<file path="config.mk">
export PLATFORM = sky130hd
export DESIGN_NAME = pu_seq_flat
export DESIGN_NICKNAME = d
export VERILOG_FILES = /design/src/rtl/pu_pkg.sv /design/src/rtl/pu_seq_if.sv /design/src/rtl/pu_seq.sv /design/src/flat_wrapper.sv
export SDC_FILE = /design/constraint.sdc
export NUM_CORES = 1
export LEC_CHECK = 0
export ABC_CLOCK_PERIOD_IN_PS = 1700
export CAP_MARGIN = 40
export CORE_MARGIN = 10
export CORE_UTILIZATION = 40
export CTS_BUF_LIST = sky130_fd_sc_hd__clkbuf_4 sky130_fd_sc_hd__clkbuf_8
export DETAILED_ROUTE_END_ITERATION = 16
export PLACE_DENSITY = 0.82
export SYNTH_ARGS = -nofsm -noshare
export SYNTH_HDL_FRONTEND = slang
export SYNTH_SLANG_ARGS = --single-unit
</file>
<file path="constraint.sdc">
create_clock -name clk -period 1.7 [get_ports clk]
set_input_delay 0.255 -clock clk [delete_from_list [all_inputs] [get_ports clk]]
set_output_delay 0.255 -clock clk [all_outputs]
set_load 0.01 [all_outputs]
</file>
<file path="src/rtl/pu_pkg.sv">
`default_nettype none
// +--------------------------------------------------------------------+
// | pu_pkg : shared widths, FSM state encoding and helpers for pu_seq  |
// | Rev 1.0                                                            |
// +--------------------------------------------------------------------+
package pu_pkg;

  localparam int DEF_PC_W = 8;
  localparam int DEF_IW   = 16;

  typedef enum logic [2:0] {
    ST_IDLE  = 3'd0,
    ST_FETCH = 3'd1,
    ST_EXEC  = 3'd2,
    ST_WB    = 3'd3,
    ST_HALT  = 3'd4
  } pu_state_e;

  // Retired-instruction counter sticks at all-ones instead of wrapping.
  function automatic logic [15:0] sat_inc16(input logic [15:0] v);
    return (v == 16'hFFFF) ? v : v + 16'd1;
  endfunction

endpackage
`default_nettype wire

</file>
<file path="src/rtl/pu_seq_if.sv">
`default_nettype none
// +--------------------------------------------------------------------+
// | pu_seq_if : fetch bus, decoder hand-off and status of the sequencer|
// | Rev 1.0                                                            |
// +--------------------------------------------------------------------+
interface pu_seq_if #(
  parameter int PC_W = pu_pkg::DEF_PC_W,
  parameter int IW   = pu_pkg::DEF_IW
);

  logic            run;
  logic [PC_W-1:0] imem_addr;
  logic            imem_req;
  logic            imem_ack;
  logic [IW-1:0]   imem_rdata;
  logic [IW-1:0]   ir;
  logic            dec_we;
  logic            dec_halt;
  logic            dec_ll;
  logic            dec_lh;
  logic            rf_we;
  logic            ld_lo;
  logic            ld_hi;
  logic            halted;
  logic [15:0]     instret;
  logic [2:0]      state;

  modport master (
    input  run, imem_ack, imem_rdata, dec_we, dec_halt, dec_ll, dec_lh,
    output imem_addr, imem_req, ir, rf_we, ld_lo, ld_hi, halted, instret, state
  );

  modport slave (
    output run, imem_ack, imem_rdata, dec_we, dec_halt, dec_ll, dec_lh,
    input  imem_addr, imem_req, ir, rf_we, ld_lo, ld_hi, halted, instret, state
  );

endinterface
`default_nettype wire

</file>
<file path="src/rtl/pu_seq.sv">
`default_nettype none
// +--------------------------------------------------------------------+
// | pu_seq : fetch / execute / write-back sequencer of a tiny core     |
// | Rev 1.0                                                            |
// +--------------------------------------------------------------------+
module pu_seq
  import pu_pkg::*;
#(
  parameter int PC_W = DEF_PC_W,
  parameter int IW   = DEF_IW
) (
  input  logic      clk,
  input  logic      rst_n,
  pu_seq_if.master  bus
);

  pu_state_e       state_q,   state_d;
  logic [PC_W-1:0] pc_q,      pc_d;
  logic [IW-1:0]   ir_q,      ir_d;
  logic [15:0]     instret_q, instret_d;

  logic            any_wr;
  logic            wb_live;

  assign any_wr = bus.dec_we | bus.dec_ll | bus.dec_lh;

  always_comb begin
    state_d   = state_q;
    pc_d      = pc_q;
    ir_d      = ir_q;
    instret_d = instret_q;
    case (state_q)
      ST_IDLE: begin
        if (bus.run) begin
          state_d = ST_FETCH;
        end
      end
      ST_FETCH: begin
        if (bus.imem_ack) begin
          ir_d    = bus.imem_rdata;
          state_d = ST_EXEC;
        end
      end
      ST_EXEC: begin
        if (bus.dec_halt) begin
          instret_d = sat_inc16(instret_q);
          state_d   = ST_HALT;
        end else if (any_wr) begin
          state_d = ST_WB;
        end else begin
          pc_d      = pc_q + PC_W'(1);
          instret_d = sat_inc16(instret_q);
          state_d   = ST_FETCH;
        end
      end
      ST_WB: begin
        pc_d      = pc_q + PC_W'(1);
        instret_d = sat_inc16(instret_q);
        state_d   = ST_FETCH;
      end
      ST_HALT: begin
        state_d = ST_HALT;
      end
      default: begin
        state_d = ST_IDLE;
      end
    endcase
  end

  always_ff @(posedge clk) begin
    if (!rst_n) begin
      state_q   <= ST_IDLE;
      pc_q      <= '0;
      ir_q      <= '0;
      instret_q <= '0;
    end else begin
      state_q   <= state_d;
      pc_q      <= pc_d;
      ir_q      <= ir_d;
      instret_q <= instret_d;
    end
  end

  // Strobes are gated by rst_n so a reset landing in WB commits nothing.
  assign wb_live = (state_q == ST_WB) && rst_n;

  assign bus.imem_addr = pc_q;
  assign bus.imem_req  = (state_q == ST_FETCH);
  assign bus.ir        = ir_q;
  assign bus.rf_we     = wb_live && bus.dec_we;
  assign bus.ld_lo     = wb_live && bus.dec_ll;
  assign bus.ld_hi     = wb_live && bus.dec_lh;
  assign bus.halted    = (state_q == ST_HALT);
  assign bus.instret   = instret_q;
  assign bus.state     = state_q;

endmodule
`default_nettype wire

</file>
<file path="src/flat_wrapper.sv">
// flat-port wrapper written by rule: the top's interface ports become plain ports
module pu_seq_flat import pu_pkg::*;
#(
  parameter int PC_W = DEF_PC_W,
  parameter int IW   = DEF_IW
)
  (clk, rst_n, bus_run, bus_imem_ack, bus_imem_rdata, bus_dec_we, bus_dec_halt, bus_dec_ll, bus_dec_lh, bus_imem_addr, bus_imem_req, bus_ir, bus_rf_we, bus_ld_lo, bus_ld_hi, bus_halted, bus_instret, bus_state);
  pu_seq_if #(.PC_W(PC_W), .IW(IW)) bus_i ();
  input  logic clk;
  input  logic rst_n;
  input wire logic [$bits(bus_i.run)-1:0] bus_run;
  input wire logic [$bits(bus_i.imem_ack)-1:0] bus_imem_ack;
  input wire logic [$bits(bus_i.imem_rdata)-1:0] bus_imem_rdata;
  input wire logic [$bits(bus_i.dec_we)-1:0] bus_dec_we;
  input wire logic [$bits(bus_i.dec_halt)-1:0] bus_dec_halt;
  input wire logic [$bits(bus_i.dec_ll)-1:0] bus_dec_ll;
  input wire logic [$bits(bus_i.dec_lh)-1:0] bus_dec_lh;
  output wire logic [$bits(bus_i.imem_addr)-1:0] bus_imem_addr;
  output wire logic [$bits(bus_i.imem_req)-1:0] bus_imem_req;
  output wire logic [$bits(bus_i.ir)-1:0] bus_ir;
  output wire logic [$bits(bus_i.rf_we)-1:0] bus_rf_we;
  output wire logic [$bits(bus_i.ld_lo)-1:0] bus_ld_lo;
  output wire logic [$bits(bus_i.ld_hi)-1:0] bus_ld_hi;
  output wire logic [$bits(bus_i.halted)-1:0] bus_halted;
  output wire logic [$bits(bus_i.instret)-1:0] bus_instret;
  output wire logic [$bits(bus_i.state)-1:0] bus_state;
  assign bus_i.run = bus_run;
  assign bus_i.imem_ack = bus_imem_ack;
  assign bus_i.imem_rdata = bus_imem_rdata;
  assign bus_i.dec_we = bus_dec_we;
  assign bus_i.dec_halt = bus_dec_halt;
  assign bus_i.dec_ll = bus_dec_ll;
  assign bus_i.dec_lh = bus_dec_lh;
  assign bus_imem_addr = bus_i.imem_addr;
  assign bus_imem_req = bus_i.imem_req;
  assign bus_ir = bus_i.ir;
  assign bus_rf_we = bus_i.rf_we;
  assign bus_ld_lo = bus_i.ld_lo;
  assign bus_ld_hi = bus_i.ld_hi;
  assign bus_halted = bus_i.halted;
  assign bus_instret = bus_i.instret;
  assign bus_state = bus_i.state;
  pu_seq #(.PC_W(PC_W), .IW(IW)) u_core (.clk(clk), .rst_n(rst_n), .bus(bus_i));
endmodule
</file>
==> qor.txt, run 1 <==
CP arrival: 1870 ps
Post-synth top flop: dfxtp_1
Cts bufs inserted: 5
EDFF count, synth: 0
Post-DP Area: 2892 um^2
Hold_sp: u_core.bus.ir[3]$_SDFFE_PN0P_
CP Class: reg2reg
Register area share after synthesis: 43.85%
Max Buffers Root-to-Sink: 2
Routed WL: 5793 um
Synthesized area per cell: 8.648 um^2
Peak VDD IR: 0.0004735 V
Die Height: 90.06 um
WP data required: 1930 ps
Via density: 4.861
Syn Inst Count: 227
R2r endpoint: u_core.bus.instret[9]$_SDFFE_PN0P_
Area Growth Syn to Fin: 54.17%
Global Route Usage Sum: 14.16%
Setup violators final: 0
Placer Congestion: 0.8999
Synth area leaders: dfxtp_1 44%, nand2_1 11%, a21oi_1 5.1%
Status: finished, final reports clean
Vias in the first global route: 1941
Clock Root Buffer: clkbuf_8
Synth cell types: 40
Synth top area share: 43.85%
# clock sinks: 43
Hold Path Class: reg2reg
Top post-synthesis cells by count: 55 x nand2_1, 43 x dfxtp_1, 20 x a21oi_1
Final slew viol count: 0
CTS Hold Bufs: 0
Core Util, Final: 63.66%
Ys Warns: 0
Htree depth: 2
Synth area leader: dfxtp_1
DRC Markers: 0
Initial antenna violation count: 0
Hold Violations, Final: 0
Die X: 90.06 um
Relative slew margins: 60.38%
Fmax: 0.6105 GHz
CTS tree: built
Initial core utilization: 41.29%
Period utilization: 96.36%
Crit-path max cell delay: 460 ps
Unrepaired setup endpoints after global routing: true
Die area: 8110 um^2
Critical Path Source Type: flop
FF-to-FF path depth: 6
Crit path capture type: flop
Worst-margin pin slew: 593.4 ps
R2r setup slk: 60 ps
Dpl hpwl: 4436 um
N_diodes: 0
Final non-filler cell total: 389
Synth Register Bits: 43
CP top delay family: simple AND/OR/NAND/NOR gates
Fin crit period: 1638 ps
Number of port buffers: 71
First-pass GRT wire length: 9597 um
Post-route cell area: 3027 um^2
# Max-Cap Violations: 0
Worst-path clk slew: 90 ps
Post-Place Cells: 380
Power Density: 658.8 nW/um^2
Layout cells sized above 1: 18.63%
Initial DRC count: 71
Pre-antenna DRT Iters: 4
Vias: 1891
Design Power: 1.994 mW
Mapped Nets: 253
Critical Path, Cell by Cell: ha_4 > nand2_4 > nor4_4 > a211oi_4 > nand4_1 > mux2i_1
Global route total overflow: 0
Mapped Area: 1963 um^2
IO Pins: 72
Leak Pwr: 1.204 nW
Final WS setup: 61.90 ps
Num rows: 25
Place WS: -345.3 ps
Stages on the worst setup path: 6
Worst skew pair latency: 310 ps
Reg-to-reg startpoint: u_core.bus.instret[0]$_SDFFE_PN0P_
Core area: 4755 um^2
Max FO, Critical Path: 8
Ys async rst share: 0%
Layout Nets: 347
CP max stage cell: nor4_4
Antenna Violating Nets Remaining: 0
DR WL/cell: 14.89 um
Hold Path End: u_core.bus.ir[3]$_SDFFE_PN0P_
Skew final: 7.897 ps
Most frequent cell after synthesis: nand2_1
Largest net degree at the start of global routing: 18
Hold depth: 2
Worst Path Buf+Inv: 0
==> power breakdown <==
part	switching (mW)	internal [mW]	total, mW
Sequential	0.0180	1.03	1.05
Clock	0.387	0.294	0.681
Combinational	0.119	0.144	0.263
==> worst register-to-register path, stage by stage, from the launching register on <==
cell	delay, ps
dfxtp_2	370
ha_4	160
nand2_4	60
nor4_4	460
a211oi_4	180
nand4_1	150
mux2i_1	180
==> per-layer routing <==
layer / vias to the layer above / wire length [um] / global-route usage, %
met1: 871 / 2363 / 14.64
li1: 954 / - / -
met5: - / 0 / 0
met3: 12 / 268 / 4.156
met2: 54 / 3023 / 25.91
met4: 0 / 138 / 5.968
==> cell type report <==
cell class                      count  area (um^2)
Clock inverter                      3        23.77
Multi-Input combinational cell    173         1085
Fill cell                         418         1728
Inverter                            1        3.754
Clock buffer                        5        68.82
Timing Repair Buffer               97        894.6
Tap cell                           67        83.83
Sequential cell                    43        867.1
==> through the flow <==
stage | hold WS [ps] | TNS (ps)
after detailed placement | 448.1 | -5009
final | 456.3 | 0
after floorplan | 391.0 | 0
after CTS | 461.2 | 0
after global routing | 481.3 | -168.8
after global placement | 441.3 | -4040
==> how the worst max path moves through the flow <==
stage	end	from
detailed placement	u_core.bus.instret[15]$_SDFFE_PN0P_	bus_dec_ll
finish	u_core.bus.instret[9]$_SDFFE_PN0P_	u_core.bus.instret[0]$_SDFFE_PN0P_
global route	u_core.bus.instret[15]$_SDFFE_PN0P_	u_core.bus.instret[0]$_SDFFE_PN0P_
CTS	bus_ld_lo	u_core.bus.state[2]$_SDFFE_PN0P_
floorplan	u_core.bus.instret[3]$_SDFFE_PN0P_	u_core.bus.instret[11]$_SDFFE_PN0P_
global placement	u_core.bus.instret[13]$_SDFFE_PN0P_	bus_dec_ll
==> logic make-up after synthesis <==
logic type | after synthesis | share of synthesized area (%)
multiplexers | 10 | 5.163
flip-flops | 43 | 43.85
adder cells (fa/ha/maj) | 2 | 1.274
buffers and inverters | 11 | 2.931
AO/OA/AOI/OAI | 28 | 9.433
AND/OR/NAND/NOR | 119 | 31.10
XOR/XNOR | 14 | 6.246
==> repair_timing <==
item,CTS,global route
pin swaps,1,9
setup buffers,1,3
endpoints found under the hold margin,0,0
resized for setup,11,17
endpoints found under the setup margin,9,10
==> cell usage in the layout (no fill, tap or decap), types with 3 or more instances in the layout <==
master           instances
nand2_1                 54
a21oi_1                 20
and3_1                   5
nand4_1                  8
buf_4                   25
clkdlybuf4s50_1         65
nand2b_1                 8
xor2_1                   6
and2_1                   5
dfxtp_2                  5
clkbuf_2                 3
mux2i_1                  9
nor2_1                  18
xnor2_1                  8
nor3_1                   3
dfxtp_1                 38
clkbuf_8                 5
==> state kept, by name, summed over array words and instances (netlist names) <==
signal,cells
u_core.bus.imem_addr,8
u_core.bus.ir,16
u_core.bus.state,3
u_core.bus.instret,16
No activity file was read; power rests on OpenSTA's default activity.
==> run 2, diff against run 1 <==
CORE_MARGIN = 2   (was 10)
CTS_BUF_LIST = unset   (was sky130_fd_sc_hd__clkbuf_4 sky130_fd_sc_hd__clkbuf_8)
MAX_ROUTING_LAYER = met4   (was unset)
==> qor.txt, run 2 (synthesis gave the netlist of run 1 again) <==
Power Density: 637.2 nW/um^2 (-3.3%)
Hold Path Class: reg2reg
Core area: 4723 um^2 (-0.66%)
Number of port buffers: 71 (unchanged)
CP top delay family: buffers and inverters
Internal power: 1.461 mW (-0.57%)
Clock Power Share: 33.1% (-1.0 points)
Worst-margin pin slew: 583.9 ps (-9.548 ps)
Layout cells sized above 1: 18.35% (-0.28 points)
CP max stage cell: clkdlybuf4s50_1
Max FO, Critical Path: 3 (-5)
Vias in the first global route: 1718 (-11%)
FF-to-FF path depth: 8 (+2)
# Max-Cap Violations: 0 (unchanged)
Reg-to-reg startpoint: u_core.bus.instret[1]$_SDFFE_PN0P_
IO Pins: 72 (unchanged)
Fin crit period: 1669 ps (+30.64 ps)
CP Class: reg2out
Stages on the worst setup path: 3 (-3)
Die X: 74.06 um (-18%)
Htree depth: 2 (unchanged)
Antenna Violating Nets Remaining: 0 (unchanged)
Die area: 5484 um^2 (-32%)
Leak Pwr: 1.220 nW (+1.3%)
Critical Path, Cell by Cell: buf_4 > buf_4 > clkdlybuf4s50_1
Worst Path Buf+Inv: 3 (+3)
Fillers: 395 (-5.5%)
Global Route Usage Sum: 18.78% (+4.6 points)
Most common cell after layout, fill and taps aside: clkdlybuf4s50_1
Sw Ratio: 25.09% (-1.2 points)
Final non-filler cell total: 394 (+1.3%)
Final WS setup: 31.26 ps (-30.64 ps)
Place WS: -239.2 ps (+106.1 ps)
N_diodes: 0 (unchanged)
Relative slew margins: 61.01% (+0.64 points)
CP arrival: 1410 ps (-460 ps)
Crit path capture type: output port
Crit-path max cell delay: 530 ps (+70 ps)
Initial DRC count: 80 (+13%)
Sequential power share: 53.8% (+1.2 points)
Worst skew pair latency: 290 ps (-20 ps)
Pre-antenna DRT Iters: 4 (unchanged)
Peak VDD IR: 0.0005232 V (+10%)
Die Height: 74.06 um (-18%)
Unrepaired setup endpoints after global routing: true
Dpl hpwl: 3687 um (-17%)
Clock Root Buffer: clkbuf_8
Hold Violations, Final: 0 (unchanged)
Commonest non-fill, non-tap cells in the layout: 66 x clkdlybuf4s50_1, 54 x nand2_1, 39 x dfxtp_1, 28 x buf_4, 20 x a21oi_1
Largest net degree at the start of global routing: 28 (+10)
Initial antenna violation count: 0 (unchanged)
Vias: 1872 (-1.0%)
Layout Nets: 352 (+1.4%)
# clock sinks: 43 (unchanged)
First-pass GRT wire length: 7741 um (-19%)
Combinational cell fraction of total power: 13.2% (about the same)
Setup violators final: 0 (unchanged)
R2r setup slk: 60 ps (about the same)
Critical path endpoint: bus_instret[0]
Placer Congestion: 0.8683 (-3.5%)
Launch point of the worst path: u_core.bus.instret[0]$_SDFFE_PN0P_
Cts bufs inserted: 5 (unchanged)
Most frequent CP cell: buf_4
Fmax: 0.5993 GHz (-1.8%)
Via density: 4.751 (-2.3%)
Critical Path Source Type: flop
Routed WL: 5022 um (-13%)
CTS tree: built
DR WL/cell: 12.75 um (-14%)
Post-Place Cells: 380 (unchanged)
Initial core utilization: 41.56% (+0.27 points)
Skew final: 7.401 ps (-0.4964 ps)
Sw Pwr: 0.4895 mW (-6.6%)
R2r endpoint: u_core.bus.instret[1]$_SDFFE_PN0P_
Num rows: 25 (unchanged)
Status: finished, final reports clean
WP data required: 1440 ps (-490 ps)
DRC Markers: 0 (unchanged)
Area Growth Syn to Fin: 55.96%
Max Buffers Root-to-Sink: 2 (unchanged)
Final slew viol count: 0 (unchanged)
Worst-path clk slew: 90 ps (about the same)
Period utilization: 98.16% (+1.8 points)
Global route total overflow: 0 (unchanged)
==> run 2: layout make-up <==
cell class	count	area [um^2]	share of cell area, %
multi-input cells	173	1065	34.78
repair buffers	102	954.7	31.18
flip-flops and latches	43	865.8	28.28
well taps	67	83.83	2.738
clock buffers	5	68.82	2.248
clock inverters	3	20.02	0.6539
inverters	1	3.754	0.1226
==> run 2: what timing repair did <==
action                                  4_1_cts  5_1_grt
hold buffers                                  0        0
pin swaps                                     1        5
endpoints found under the setup margin        9       11
resized for setup                             7       13
buffers inserted                              2        4
cloned                                        0        0
==> run 2: layer usage <==
layer | wire [um] | global-route usage (%) | up-vias
met5 | 0 | - | -
met4 | 72 | 7.273 | 0
met3 | 223 | 3.117 | 7
met2 | 2494 | 30.65 | 45
met1 | 2232 | 23.20 | 859
li1 | - | - | 961
==> run 2: through the flow <==
| stage | hold WS (ps) | TNS (ps) | power (mW) | instance area [um^2] | utilization [%] |
|---|---|---|---|---|---|
| after floorplan | 391.0 | 0 | 1.173 | 1963 | - |
| after global placement | 440.2 | -2906 | 1.323 | 2917 | 61.75 |
| after detailed placement | 445.9 | -3208 | 1.327 | 2917 | 61.75 |
| after CTS | 458.8 | 0 | 1.968 | 3017 | 63.87 |
| after global routing | 471.4 | -96.97 | 2.048 | 3062 | 64.82 |
| final | 454.3 | 0 | 1.951 | 3062 | 64.82 |
==> run 2: how the worst min path moves through the flow <==
stage                              startpoint                             end  slack [ps]  depth (start not counted)
3_5_place_dp    u_core.bus.ir[7]$_SDFFE_PN0P_   u_core.bus.ir[7]$_SDFFE_PN0P_         450                          2
6_report       u_core.bus.ir[11]$_SDFFE_PN0P_  u_core.bus.ir[11]$_SDFFE_PN0P_         450                          2
4_1_cts         u_core.bus.ir[7]$_SDFFE_PN0P_   u_core.bus.ir[7]$_SDFFE_PN0P_         460                          2
3_3_place_gp    u_core.bus.ir[0]$_SDFFE_PN0P_   u_core.bus.ir[0]$_SDFFE_PN0P_         440                          2
2_1_floorplan               bus_imem_rdata[0]   u_core.bus.ir[0]$_SDFFE_PN0P_         390                          2
5_1_grt         u_core.bus.ir[7]$_SDFFE_PN0P_   u_core.bus.ir[7]$_SDFFE_PN0P_         470                          2
==> run 2: worst min-delay path: cells and delay by family (launching register included) <==
family | cells | cell delay [ps]
flops | 1 | 320
compound gates | 1 | 50
simple gates | 1 | 50
==> run 2: power by group through the flow <==
stage / clock [mW] / combinational (mW) / sequential (mW)
6_report: 0.645 / 0.257 / 1.05
5_1_grt: 0.718 / 0.278 / 1.05
4_1_cts: 0.665 / 0.255 / 1.05
3_5_place_dp: 0 / 0.256 / 1.07
3_3_place_gp: 0 / 0.252 / 1.07
2_1_floorplan: 0 / 0.0922 / 1.08
==> run 3, diff against run 2 <==
--- a/constraint.sdc
+++ b/constraint.sdc
@@ -3,2 +3,2 @@
 set_output_delay 0.255 -clock clk [all_outputs]
-set_load 0.01 [all_outputs]
+set_load 0.02 [all_outputs]
==> qor.txt, run 3 (synthesis gave the netlist of run 1 again) <==
Status: finished, final reports clean
Peak VDD IR: 0.0004812 V (-8.0%)
Sw Pwr: 0.5360 mW (+9.5%)
N_diodes: 0 (unchanged)
Dpl hpwl: 3716 um (+0.78%)
Critical Path Source Type: flop
Initial DRC count: 62 (-23%)
Leak Pwr: 1.250 nW (+2.4%)
Antenna Violating Nets Remaining: 0 (unchanged)
Global Route Usage Sum: 18.31% (-0.46 points)
WP data required: 1440 ps (about the same)
IO Pins: 72 (unchanged)
CP Class: reg2out
Vias in the first global route: 1747 (+1.7%)
Crit-path max cell delay: 610 ps (+80 ps)
CP max stage cell: clkdlybuf4s50_1
Number of port buffers: 71 (unchanged)
Largest net degree at the start of global routing: 35 (+25%)
Worst-margin pin slew: 512.9 ps (-71.00 ps)
Power Density: 648.6 nW/um^2 (+1.8%)
Met2 WL: 2518 um (+0.96%)
First-pass GRT wire length: 7638 um (-1.3%)
Die area: 5484 um^2 (unchanged)
Placer Congestion: 0.8083 (-6.9%)
Num rows: 25 (unchanged)
Clock Power Share: 33.4% (+0.3 points)
Unrepaired setup endpoints after global routing: true
Fmax: 0.5996 GHz (about the same)
Layout Nets: 355 (+0.85%)
Routed WL: 5056 um (+0.68%)
Period utilization: 98.10% (about the same)
Via density: 4.783 (+0.68%)
Worst Path Buf+Inv: 2 (-1)
Crit path capture type: output port
M1 wire length: 2198 um (-1.5%)
Die Height: 74.06 um (unchanged)
Worst skew pair latency: 300 ps (about the same)
Sw Ratio: 26.65% (+1.6 points)
Die X: 74.06 um (unchanged)
Max Buffers Root-to-Sink: 2 (unchanged)
Core Util, Final: 65.67% (+0.85 points)
Most common cell after layout, fill and taps aside: clkdlybuf4s50_1
# Max-Cap Violations: 0 (unchanged)
Critical Path, Cell by Cell: buf_4 > clkdlybuf4s50_1
Skew final: 5.776 ps (-1.626 ps)
Initial antenna violation count: 0 (unchanged)
Final slew viol count: 0 (unchanged)
Fin crit period: 1668 ps (-1.043 ps)
Cts bufs inserted: 5 (unchanged)
Sequential power share: 52.0% (-1.8 points)
Pre-antenna DRT Iters: 5 (+1)
Clock Root Buffer: clkbuf_8
CP arrival: 1410 ps (about the same)
Vias: 1899 (+1.4%)
Htree depth: 2 (unchanged)
Combinational cell fraction of total power: 14.6% (+1.4 points)
# clock sinks: 43 (unchanged)
Internal power: 1.476 mW (+0.98%)
Relative slew margins: 65.73% (+4.7 points)
CP top delay family: buffers and inverters
Layout cells sized above 1: 19.39% (+1.0 points)
Core area: 4723 um^2 (unchanged)
Initial core utilization: 41.56% (unchanged)
Hold_ws: 459.5 ps (+5.234 ps)
DR top layer: met4
CTS tree: built
DR WL/cell: 12.74 um (about the same)
Max FO, Critical Path: 3 (unchanged)
Worst-path clk slew: 80 ps (about the same)
Hold Path Class: reg2reg
Fillers: 389 (-1.5%)
Area Growth Syn to Fin: 58.00%
Met3 WL: 304 um (+36%)
Hold Violations, Final: 0 (unchanged)
Setup violators final: 0 (unchanged)
Global route total overflow: 0 (unchanged)
DRC Markers: 0 (unchanged)
Commonest non-fill, non-tap cells in the layout: 64 x clkdlybuf4s50_1, 54 x nand2_1, 41 x dfxtp_1, 32 x buf_4, 20 x a21oi_1
run 3: cell types whose count changed in the layout (fill, tap and decap cells not counted), sizes merged:
cell / change
dlymetal6s2s: +2
clkinv: -1
clkbuf: -3
clkdlybuf4s50: -2
inv: +1
buf: +6
run 3: worst paths after layout:
path	from	to	slack [ps]	depth (start not counted)
hold / removal	u_core.bus.ir[15]$_SDFFE_PN0P_	u_core.bus.ir[15]$_SDFFE_PN0P_	460	2
setup reg to reg	u_core.bus.instret[1]$_SDFFE_PN0P_	u_core.bus.instret[1]$_SDFFE_PN0P_	100	8
setup / recovery	u_core.bus.instret[4]$_SDFFE_PN0P_	bus_instret[4]	30	2
hold reg to reg	u_core.bus.ir[15]$_SDFFE_PN0P_	u_core.bus.ir[15]$_SDFFE_PN0P_	460	2
run 3: area by class of cell:
class	instances	area [um^2]	share of cell area, %
multi-input combinational	173	1089	35.09
timing repair buffer	105	969.7	31.26
sequential	43	863.3	27.83
tap	67	83.83	2.703
clock buffer	5	68.82	2.219
clock inverter	3	23.77	0.7664
inverter	1	3.754	0.1210
run 3: power by group through the flow:
stage	clock network (mW)	registers, mW	logic (mW)
after floorplan	0	1.10	0.0975
after CTS	0.681	1.05	0.291
after detailed placement	0	1.07	0.291
final	0.671	1.05	0.294
after global routing	0.727	1.05	0.317
after global placement	0	1.07	0.287
run 3: worst reg2reg max path: cells and delay by family (launching register included):
kind / cells / cell delay, ps
buffers and inverters: 2 / 280
adder cells (fa/ha/maj): 1 / 160
AO/OA/AOI/OAI: 1 / 270
multiplexers: 1 / 230
AND/OR/NAND/NOR: 3 / 190
flip-flops: 1 / 340
run 3: stage by stage:
stage / cell area (um^2) / total power [mW] / TNS [ps] / instances / setup WS (ps)
CTS: 3038 / 2.018 / 0 / 394 / 5.818
floorplan: 1969 / 1.197 / 0 / 227 / 40.75
global placement: 2955 / 1.354 / -5004 / 386 / -276.7
finish: 3102 / 2.012 / 0 / 397 / 32.30
global route: 3102 / 2.093 / -80.02 / 397 / -29.15
detailed placement: 2955 / 1.360 / -5580 / 386 / -303.0
run 3: timing repair:
| action | in CTS | in global routing |
|---|---|---|
| buffers inserted | 0 | 3 |
| endpoints found under the setup margin | 6 | 15 |
| pin swaps | 0 | 9 |
| hold buffers | 0 | 0 |
| gates resized for setup | 14 | 12 |
| endpoints found under the hold margin | 0 | 0 |
run 3: metal layers:
layer	GRT usage [%]	up-vias
met5	-	-
li1	-	974
met3	4.065	4
met2	31.85	55
met1	21.52	866
met4	4.242	0
==> RTL edit, RTL diff (config.mk and constraints of run 1) <==
Take the reset off `pc_q`, `ir_q` and `instret_q` and load them in a clocked block of their own.
--- a/src/rtl/pu_seq.sv
+++ b/src/rtl/pu_seq.sv
@@ -72,11 +72,11 @@
       state_q   <= ST_IDLE;
-      pc_q      <= '0;
-      ir_q      <= '0;
-      instret_q <= '0;
     end else begin
       state_q   <= state_d;
-      pc_q      <= pc_d;
-      ir_q      <= ir_d;
-      instret_q <= instret_d;
     end
+  end
+
+  always_ff @(posedge clk) begin
+    pc_q      <= pc_d;
+    ir_q      <= ir_d;
+    instret_q <= instret_d;
   end
Function: differs if rst_n is asserted again (counterexample within 4 cycles, from zero or initial values and one cycle with rst_n low); with rst_n held inactive, the same outputs for 10 cycles.
==> RTL edit against run 1 <==
Synthesized area down 5.7%; worst setup slack better by 0.010 ns; non-clock buffer count down 7; routed wire length down 19%; critical path depth down 5; sequential cell count unchanged; hold slack better by 0.043 ns; final area down 2.2%; sequential power up 16%; core utilization up 3.4 points; sequential share of layout area up 14 points; power up 17%; fmax up 0.62%; largest power group unchanged.
==> RTL edit: results (changes against run 1) <==
[synthesis]
synth-edff-count = 40  ; +40
synth.area.top_cells = edfxtp_1, xnor2_1, dfxtp_1
yosysSeqAreaShare_pct = 68.11  ; +24 points
synthArstFlopShare_pct = 0  ; unchanged
yosysMostFrequentCell = edfxtp_1
ys_types = 28  ; -30%
syn_nets = 157  ; -38%
ys_warn_count = 0  ; unchanged
avgSynthCellArea_sq_um = 14.14  ; +63%
synth_common_cells = edfxtp_1, xnor2_1, nand3_1

[worst_setup_path]
crit_path_max_incr_delay_ns = 0.59  ; +0.13 ns
r2r_slack_ns = 0.12  ; +0.06 ns
slowest_stage = clkdlybuf4s50_1
cp.arrival_ns = 1.37  ; -0.50 ns
reg2reg_from = u_core.bus.instret[8]
cp_top_family = buffers and inverters
path_buf_inv = 1  ; +1
cp-startpoint = u_core.bus.instret[10]
path_max_fanout = 4  ; -4

[detailed_routing]
dr.pass1.iters = 3  ; -1
wl_met1_mm = 1.797  ; -24%
route.met3.wl_um = 421  ; +57%
top_layer = met4
vias = 1376  ; -27%
dr_wl_met2_mm = 2.389  ; -21%
routed_wl_mm = 4.674  ; -19%
drtIter0Drc = 55  ; -23%

[clocking]
cts-root-buf = clkbuf_8
cts_max_path_buffers = 2  ; unchanged
htree_levels = 2  ; unchanged
clk_latency_ns = 0.30
clkTransAtPathRegs_ns = 0.09  ; about the same
cts_buffers = 5  ; unchanged

[pwr]
internal_power_uw = 1809  ; +23%
irDropWorstVdd_mv = 0.4420  ; -6.7%
p_leak_uw = 0.001054  ; -12%

[grt]
antenna_found_initial = 0  ; unchanged
grt_pass1_wl_mm = 7.707  ; -20%
grt_max_degree = 17  ; -1
grt_pass1_vias = 1528  ; -21%
grt.total_usage_pct = 12.88  ; -1.3 points

[worst_hold_path]
worstHoldPathType = in -> reg
min_from = bus_imem_rdata[3]

[final_layout]
drive_above_1_share_pct = 19.74  ; +1.1 points
stdcell_count = 280  ; -28%
antenna_cells = 0  ; unchanged
nNetsFinal = 253  ; -27%

[placement]
gp_congestion = 0.7826  ; -13%
place_inst = 270  ; -29%
io_buffers = 71  ; unchanged
dp_hpwl_mm = 3.712  ; -16%
dpl_cell_area_sq_mm = 0.002826  ; -2.3%
pre_cts_ws_ns = -0.1710  ; +0.1743 ns

[timing]
finalCritPeriodShare_pct = 95.76  ; -0.60 points
hold-worst-slack_ns = 0.4995  ; +0.04317 ns
slew_viol_final = 0  ; unchanged
fin_worst_skew_ns = 0.01117  ; +0.003276 ns
slew_headroom_pct = 72.48  ; +12 points

[outcome]
status = finished, final reports clean

[RTL edit: worst paths after layout]
path,endpoint,cells after the start
hold / removal,u_core.bus.ir[3],1
hold reg to reg,u_core.bus.state[0],2
setup reg to reg,u_core.bus.instret[0],5
setup / recovery,bus_instret[10],1
[RTL edit: cell type report]
class	instances	area (sq um)
tap	52	65.06
fill	356	1454
clock buffer	5	68.82
multi-input combinational	82	644.4
timing repair buffer	90	853.3
sequential	43	1262
clock inverter	3	47.55
inverter	5	18.77
[RTL edit: routing by layer]
| metal | global-route usage (%) | vias to the layer above |
|---|---|---|
| met1 | 13.85 | 652 |
| met4 | 4.137 | 0 |
| met3 | 5.385 | 8 |
| met2 | 22.42 | 42 |
| met5 | 0 | - |
| li1 | - | 674 |
[RTL edit: repair_timing]
action / CTS / global route
setup endpoints to repair: 6 / 4
setup buffers: 1 / 1
resized for setup: 8 / 6
[RTL edit: logic make-up (layout without fill, tap and decap cells)]
logic type | count (synthesis) | count (layout) | share of synthesized area, %
and+or+nand+nor | 51 | 51 | 17.16
xor gates and xnor gates | 20 | 20 | 9.460
buffers and inverters | 6 | 103 | 1.284
adders and majority gates | 2 | 2 | 1.351
AOI/OAI and AO/OA | 9 | 9 | 2.635
DFF | 43 | 43 | 68.11
[RTL edit: power by group through the flow]
stage	Sequential, uW	Clock [uW]	Combinational (uW)
global placement	1240	0	274
global route	1230	894	306
floorplan	1270	0	76.8
detailed placement	1250	0	281
CTS	1220	843	285
finish	1220	820	282
